==> config.mk <==
export PLATFORM = sky130hd
export DESIGN_NAME = cache_miss_ctrl_flat
export DESIGN_NICKNAME = d
export VERILOG_FILES = /design/src/rtl/cache_miss_ctrl_if.sv /design/src/rtl/cache_miss_ctrl.sv /design/src/flat_wrapper.sv
export SDC_FILE = /design/constraint.sdc
export NUM_CORES = 1
export LEC_CHECK = 0
export BUFFER_PORTS_ARGS = -buffer_cell sky130_fd_sc_hd__buf_2
export CORE_ASPECT_RATIO = 1.2
export CORE_MARGIN = 2
export CORE_UTILIZATION = 49
export DETAILED_ROUTE_END_ITERATION = 10
export PLACE_DENSITY = 0.8
export SYNTH_ARGS = -nofsm -noshare
export SYNTH_HDL_FRONTEND = slang
export SYNTH_SLANG_ARGS = --single-unit
==> constraint.sdc <==
create_clock -name clk -period 2.4 [get_ports clk]
set_input_delay 0 -clock clk [delete_from_list [all_inputs] [get_ports clk]]
set_output_delay 0 -clock clk [all_outputs]
set_load 0.02 [all_outputs]
==> src/rtl/cache_miss_ctrl_if.sv <==
// Memory-side bus of the cache miss controller: request/response handshake to main memory.
interface cache_miss_ctrl_if;
    logic        mem_req;
    logic        mem_we;
    logic [29:0] mem_addr;
    logic [31:0] mem_wdata;
    logic [31:0] mem_rdata;
    logic        mem_ready;

    modport master (
        output mem_req,
        output mem_we,
        output mem_addr,
        output mem_wdata,
        input  mem_rdata,
        input  mem_ready
    );

    modport slave (
        input  mem_req,
        input  mem_we,
        input  mem_addr,
        input  mem_wdata,
        output mem_rdata,
        output mem_ready
    );
endinterface

==> src/rtl/cache_miss_ctrl.sv <==
// Miss handler between the 4-way write-back data cache and main memory.
// Writes back a dirty victim, fetches the missing word, strobes the refill
// into the cache, then lets the stalled access replay. Also keeps saturating
// miss/write-back counters and a memory-response watchdog.
module cache_miss_ctrl #(
    parameter int TIMEOUT = 255,
    parameter int CNT_W   = 16
) (
    input  logic              clk,
    input  logic              rst,
    input  logic              cpu_rd_i,
    input  logic              cpu_wr_i,
    input  logic [29:0]       cpu_addr_i,
    input  logic              r_miss_i,
    input  logic              w_miss_i,
    input  logic              dirty_bit_i,
    input  logic [31:0]       wb_data_i,
    input  logic [19:0]       victim_tag_i,
    output logic              substitude_o,
    output logic [31:0]       substitude_data_o,
    output logic              cpu_stall_o,
    output logic              mem_err_o,
    output logic [CNT_W-1:0]  miss_cnt_o,
    output logic [CNT_W-1:0]  wb_cnt_o,
    cache_miss_ctrl_if.master mem
);

    typedef enum logic [2:0] {
        IDLE,
        WB,
        FETCH,
        FILL,
        REPLAY
    } state_e;

    // The watchdog expires on the edge where it would reach TIMEOUT.
    localparam logic [7:0] WDOG_LAST = 8'(TIMEOUT - 1);

    state_e           state_q, state_d;
    logic [29:0]      missAddr_q, missAddr_d;
    logic [31:0]      wbData_q, wbData_d;
    logic [19:0]      victimTag_q, victimTag_d;
    logic [31:0]      fillData_q, fillData_d;
    logic [7:0]       wdog_q, wdog_d;
    logic             memErr_q, memErr_d;
    logic [CNT_W-1:0] missCnt_q, missCnt_d;
    logic [CNT_W-1:0] wbCnt_q, wbCnt_d;

    logic             missSeen;
    logic             memReq;
    logic             memWe;
    logic [29:0]      memAddr;
    logic [31:0]      memWdata;

    // A simultaneous read and write miss is a single miss.
    assign missSeen = (cpu_rd_i & r_miss_i) | (cpu_wr_i & w_miss_i);

    // State, latches, counters and watchdog; reset clears everything and overrides mem_ready.
    always_ff @(posedge clk) begin
        if (!rst) begin
            state_q     <= IDLE;
            missAddr_q  <= '0;
            wbData_q    <= '0;
            victimTag_q <= '0;
            fillData_q  <= '0;
            wdog_q      <= '0;
            memErr_q    <= 1'b0;
            missCnt_q   <= '0;
            wbCnt_q     <= '0;
        end else begin
            state_q     <= state_d;
            missAddr_q  <= missAddr_d;
            wbData_q    <= wbData_d;
            victimTag_q <= victimTag_d;
            fillData_q  <= fillData_d;
            wdog_q      <= wdog_d;
            memErr_q    <= memErr_d;
            missCnt_q   <= missCnt_d;
            wbCnt_q     <= wbCnt_d;
        end
    end

    // Next-state and latch updates, plus Moore decode of the memory bus from the registered state.
    always_comb begin
        state_d     = state_q;
        missAddr_d  = missAddr_q;
        wbData_d    = wbData_q;
        victimTag_d = victimTag_q;
        fillData_d  = fillData_q;
        wdog_d      = wdog_q;
        memErr_d    = 1'b0;
        missCnt_d   = missCnt_q;
        wbCnt_d     = wbCnt_q;
        memReq      = 1'b0;
        memWe       = 1'b0;
        memAddr     = '0;
        memWdata    = '0;

        case (state_q)
            IDLE: begin
                if (missSeen) begin
                    missAddr_d  = cpu_addr_i;
                    wbData_d    = wb_data_i;
                    victimTag_d = victim_tag_i;
                    wdog_d      = '0;
                    if (missCnt_q != '1) begin
                        missCnt_d = missCnt_q + CNT_W'(1);
                    end
                    state_d = dirty_bit_i ? WB : FETCH;
                end
            end
            WB: begin
                memReq   = 1'b1;
                memWe    = 1'b1;
                memAddr  = {victimTag_q, missAddr_q[9:0]};
                memWdata = wbData_q;
                if (mem.mem_ready) begin
                    if (wbCnt_q != '1) begin
                        wbCnt_d = wbCnt_q + CNT_W'(1);
                    end
                    wdog_d  = '0;
                    state_d = FETCH;
                end else if (wdog_q == WDOG_LAST) begin
                    memErr_d = 1'b1;
                    state_d  = IDLE;
                end else begin
                    wdog_d = wdog_q + 8'd1;
                end
            end
            FETCH: begin
                memReq  = 1'b1;
                memAddr = missAddr_q;
                if (mem.mem_ready) begin
                    fillData_d = mem.mem_rdata;
                    state_d    = FILL;
                end else if (wdog_q == WDOG_LAST) begin
                    memErr_d = 1'b1;
                    state_d  = IDLE;
                end else begin
                    wdog_d = wdog_q + 8'd1;
                end
            end
            FILL: begin
                state_d = REPLAY;
            end
            REPLAY: begin
                state_d = IDLE;
            end
            default: begin
                state_d = IDLE;
            end
        endcase
    end

    assign mem.mem_req   = memReq;
    assign mem.mem_we    = memWe;
    assign mem.mem_addr  = memAddr;
    assign mem.mem_wdata = memWdata;

    assign substitude_o      = (state_q == FILL);
    assign substitude_data_o = fillData_q;
    assign cpu_stall_o       = rst & ((state_q != IDLE) | missSeen);
    assign mem_err_o         = memErr_q;
    assign miss_cnt_o        = missCnt_q;
    assign wb_cnt_o          = wbCnt_q;

endmodule
==> src/flat_wrapper.sv <==
// flat-port wrapper written by rule: the top's interface ports become plain ports
module cache_miss_ctrl_flat 
#(
    parameter int TIMEOUT = 255,
    parameter int CNT_W   = 16
)
  (clk, rst, cpu_rd_i, cpu_wr_i, cpu_addr_i, r_miss_i, w_miss_i, dirty_bit_i, wb_data_i, victim_tag_i, substitude_o, substitude_data_o, cpu_stall_o, mem_err_o, miss_cnt_o, wb_cnt_o, mem_mem_req, mem_mem_we, mem_mem_addr, mem_mem_wdata, mem_mem_rdata, mem_mem_ready);
  cache_miss_ctrl_if mem_i ();
  input  logic clk;
  input  logic rst;
  input  logic cpu_rd_i;
  input  logic cpu_wr_i;
  input  logic [29:0] cpu_addr_i;
  input  logic r_miss_i;
  input  logic w_miss_i;
  input  logic dirty_bit_i;
  input  logic [31:0] wb_data_i;
  input  logic [19:0] victim_tag_i;
  output logic substitude_o;
  output logic [31:0] substitude_data_o;
  output logic cpu_stall_o;
  output logic mem_err_o;
  output logic [CNT_W-1:0] miss_cnt_o;
  output logic [CNT_W-1:0] wb_cnt_o;
  output wire logic [$bits(mem_i.mem_req)-1:0] mem_mem_req;
  output wire logic [$bits(mem_i.mem_we)-1:0] mem_mem_we;
  output wire logic [$bits(mem_i.mem_addr)-1:0] mem_mem_addr;
  output wire logic [$bits(mem_i.mem_wdata)-1:0] mem_mem_wdata;
  input wire logic [$bits(mem_i.mem_rdata)-1:0] mem_mem_rdata;
  input wire logic [$bits(mem_i.mem_ready)-1:0] mem_mem_ready;
  assign mem_mem_req = mem_i.mem_req;
  assign mem_mem_we = mem_i.mem_we;
  assign mem_mem_addr = mem_i.mem_addr;
  assign mem_mem_wdata = mem_i.mem_wdata;
  assign mem_i.mem_rdata = mem_mem_rdata;
  assign mem_i.mem_ready = mem_mem_ready;
  cache_miss_ctrl #(.TIMEOUT(TIMEOUT), .CNT_W(CNT_W)) u_core (.clk(clk), .rst(rst), .cpu_rd_i(cpu_rd_i), .cpu_wr_i(cpu_wr_i), .cpu_addr_i(cpu_addr_i), .r_miss_i(r_miss_i), .w_miss_i(w_miss_i), .dirty_bit_i(dirty_bit_i), .wb_data_i(wb_data_i), .victim_tag_i(victim_tag_i), .substitude_o(substitude_o), .substitude_data_o(substitude_data_o), .cpu_stall_o(cpu_stall_o), .mem_err_o(mem_err_o), .miss_cnt_o(miss_cnt_o), .wb_cnt_o(wb_cnt_o), .mem(mem_i));
endmodule
==> flow_metrics.env <==
export IMPL_fin_worst_skew_ps=4.84
export IMPL_clock_sinks=158
export IMPL_synth_area_top_cells="dfxtp_1 47%, nand2_1 15%, a21oi_1 10%"
export IMPL_track_usage_pct=29.2
export IMPL_rsz0062_at_grt="false"
export IMPL_cts_resized=0
export IMPL_synth_adder_area_share_pct=0.741
export IMPL_drc=0
export IMPL_overflow=0
export IMPL_r2r_slack_ps=170
export IMPL_rows=47
export IMPL_ys_flop_type="dfxtp_1"
export IMPL_yosysTopAreaCell="dfxtp_1"
export IMPL_synth_top_area_share_pct=46.8
export IMPL_path_depth=4
export IMPL_grt_pass1_vias=7395
export IMPL_cts_inserted_buffers=17
export IMPL_finalCriticalPeriod_ps=2260
export IMPL_ios=253
export IMPL_crit_required_ps=2400
export IMPL_min_delay_path_class="in2reg"
export IMPL_ys_seq_area_share_pct=46.8
export IMPL_clk_path_buf_depth=2
export IMPL_start_util_pct=49.5
export IMPL_yosys_area_share_simple_pct=28.1
export IMPL_hold_path_end="u_core.wdog_q[1]"
export IMPL_ant_nets=0
export IMPL_clkTransAtPathRegs_ps=60
export IMPL_cp_top_family="buffers and inverters"
export IMPL_r2r_start="u_core.state_q[0]"
export IMPL_layout_nets=1336
export IMPL_slowest_delay_ps=550
export IMPL_critical_path_arrival_ps=2260
export IMPL_holdPathStages=3
export IMPL_vias=7576
export IMPL_syn_inst=866
export IMPL_syn_avg_cell_area_um2=7.80
export IMPL_htreeDepth=4
export IMPL_antenna_found_initial=1
export IMPL_hold_viol_final=0
export IMPL_async_flop_share_pct=0
export IMPL_slew_violations=0
export IMPL_fillers=964
export IMPL_synth_nets=992
export IMPL_drive_gt1_share_pct=25.0
export IMPL_path_class="reg2out"
export IMPL_grt_max_degree=84
export IMPL_maxSlewHeadroom_pct=42.7
export IMPL_portBuffers=252
export IMPL_setup_violations=0
export IMPL_crit_path_top_delay_cell="dfxtp_1"
export IMPL_r2r_end="u_core.state_q[1]"
export IMPL_die_w_um=111
export IMPL_yosys_register_bits=158
export IMPL_fmax_mhz=443
export IMPL_fin_setup_tns_ps=0
export IMPL_synth_edf_count=0
export IMPL_grt_pass1_wl_um=35400
export IMPL_multi_input_area_um2=3330
export IMPL_yosysWarnings=0
export IMPL_cp_end_kind="primary output"
export IMPL_insertion_delay_ps=420
export IMPL_synth_xor_xnor_area_share_pct=0.130
export IMPL_synth_top_family_by_area="simple AND/OR/NAND/NOR gates"
export IMPL_hpwl_um=12400
export IMPL_viasPerCell=5.43
export IMPL_drt_wl_total_um=22300
export IMPL_path_max_fanout=55
export IMPL_layout_cells_most_common_list="264 x nand2_1, 252 x buf_2, 158 x dfxtp_1"
export IMPL_ctsRootBufferMaster="clkbuf_16"
export IMPL_cap_violations=0
export IMPL_cts_hold_buf=116
export IMPL_dr_first_iter_drc_count=530
export IMPL_cts_tree="done"
export IMPL_path_cells="nor3b_4 -> buf_4 -> a22o_1 -> buf_2"
export IMPL_cts_setup_buffers=0
export IMPL_ff_latch_area_um2=3160
export IMPL_cp_start_kind="register"
export IMPL_cellPowerDensity_nw_per_um2=658
export IMPL_synthDistinctLibCells=47
export IMPL_core_area_um2=13600
export IMPL_p_leak_nw=4.26
export IMPL_ir_drop_v=0.000515
export IMPL_p_total_mw=6.52
export IMPL_synth_mux_area_share_pct=2.22
export IMPL_gp_congestion=0.857
export IMPL_worstHoldStart="rst"
export IMPL_synth_area_um2=6750
export IMPL_fp_dieH_um=133
export IMPL_synthToLayoutAreaGrowth_pct=46.6
export IMPL_final_common_cell="nand2_1"
export IMPL_reg2reg_depth=5
export IMPL_synth_compound_area_share_pct=17.8
export IMPL_critPathBufInv=2
export IMPL_wl_per_cell_um=16.0
export IMPL_drt_first_pass_iters=5
export IMPL_fin_crit_sh_pct=94.1
export IMPL_worst_pin_slew_ps=851
export IMPL_run_status="completed"
export IMPL_die_area_um2=14700
-- kinds of logic after synthesis --
kind of cell / Yosys count
fa+ha+maj: 4
flops: 158
compound gates: 203
simple gates: 412
buf+inv: 73
mux: 15
xor+xnor: 1
-- layout make-up --
class | instances | area share, %
Multi-Input combinational cell | 635 | 33.7
Sequential cell | 158 | 32.0
Timing Repair Buffer | 386 | 26.1
Clock buffer | 22 | 4.69
Tap cell | 171 | 2.16
Clock inverter | 10 | 0.910
Inverter | 12 | 0.480
Antenna cell | 1 | 0.0253
-- worst max path at each step --
stage	from	slack, ps	to
after CTS	u_core.state_q[0]	140	mem_mem_addr[22]
after floorplan	u_core.state_q[2]	530	u_core.miss_cnt_o[7]
after global placement	u_core.state_q[0]	300	u_core.miss_cnt_o[7]
after global routing	u_core.state_q[0]	3	mem_mem_addr[20]
final	u_core.state_q[0]	140	mem_mem_addr[20]
after detailed placement	u_core.state_q[0]	270	u_core.miss_cnt_o[7]
-- synth_stat cells (4+ instances only) --
cell      number
buf_1          4
o41ai_1        8
clkbuf_1      54
a22o_1        21
nand2b_1      16
and2_1        43
nand2_1      265
nor2_1        13
nor3_1         9
or3_1          6
nand4_1        9
mux2i_1       15
o21ai_0        5
and4_1         4
a21oi_1      140
inv_1         11
a211oi_1       7
nor4_1         8
dfxtp_1      158
nand3_1       13
o31ai_1        5
ha_1           4
or4_1         11
-- stage by stage --
| stage | std cells | utilization [%] | setup WS, ps | area (um^2) | hold slack, ps |
|---|---|---|---|---|---|
| after floorplan | 866 | - | 532 | 6750 | 136 |
| after global placement | 1246 | 60.0 | 303 | 8180 | 239 |
| after detailed placement | 1246 | 60.0 | 269 | 8180 | 246 |
| after CTS | 1394 | 72.5 | 144 | 9890 | 57.5 |
| after global routing | 1395 | 72.5 | 3.17 | 9900 | 112 |
| final | 1395 | 72.5 | 142 | 9900 | 69.4 |
-- power breakdown --
part	total, mW	leakage [nW]	switching, mW	internal (mW)
clock	2.55	0.266	1.07	1.48
combinational	1.09	2.71	0.641	0.451
sequential	2.88	1.29	0.0977	2.78
total	6.52	4.26	1.81	4.71
-- metal layers --
layer,part of all wire (%),global-route usage (%)
met3,6.2,7.56
met4,3.4,13.7
met5,0,0
met2,52,52.3
met1,38,32.2
-- state kept, by name (all words and copies together) (netlist names) --
register	cells
u_core.miss_cnt_o	16
u_core.missAddr_q	30
u_core.state_q	3
u_core.wb_cnt_o	16
u_core.substitude_data_o	32
u_core.wdog_q	8
u_core.victimTag_q	20
u_core.wbData_q	32
u_core.mem_err_o	1
-- worst min-delay path, cell delays in order --
cell and delay (ps):
buf_2 110, inv_4 170, nor2_1 150
No activity file was read; power rests on OpenSTA's default activity.
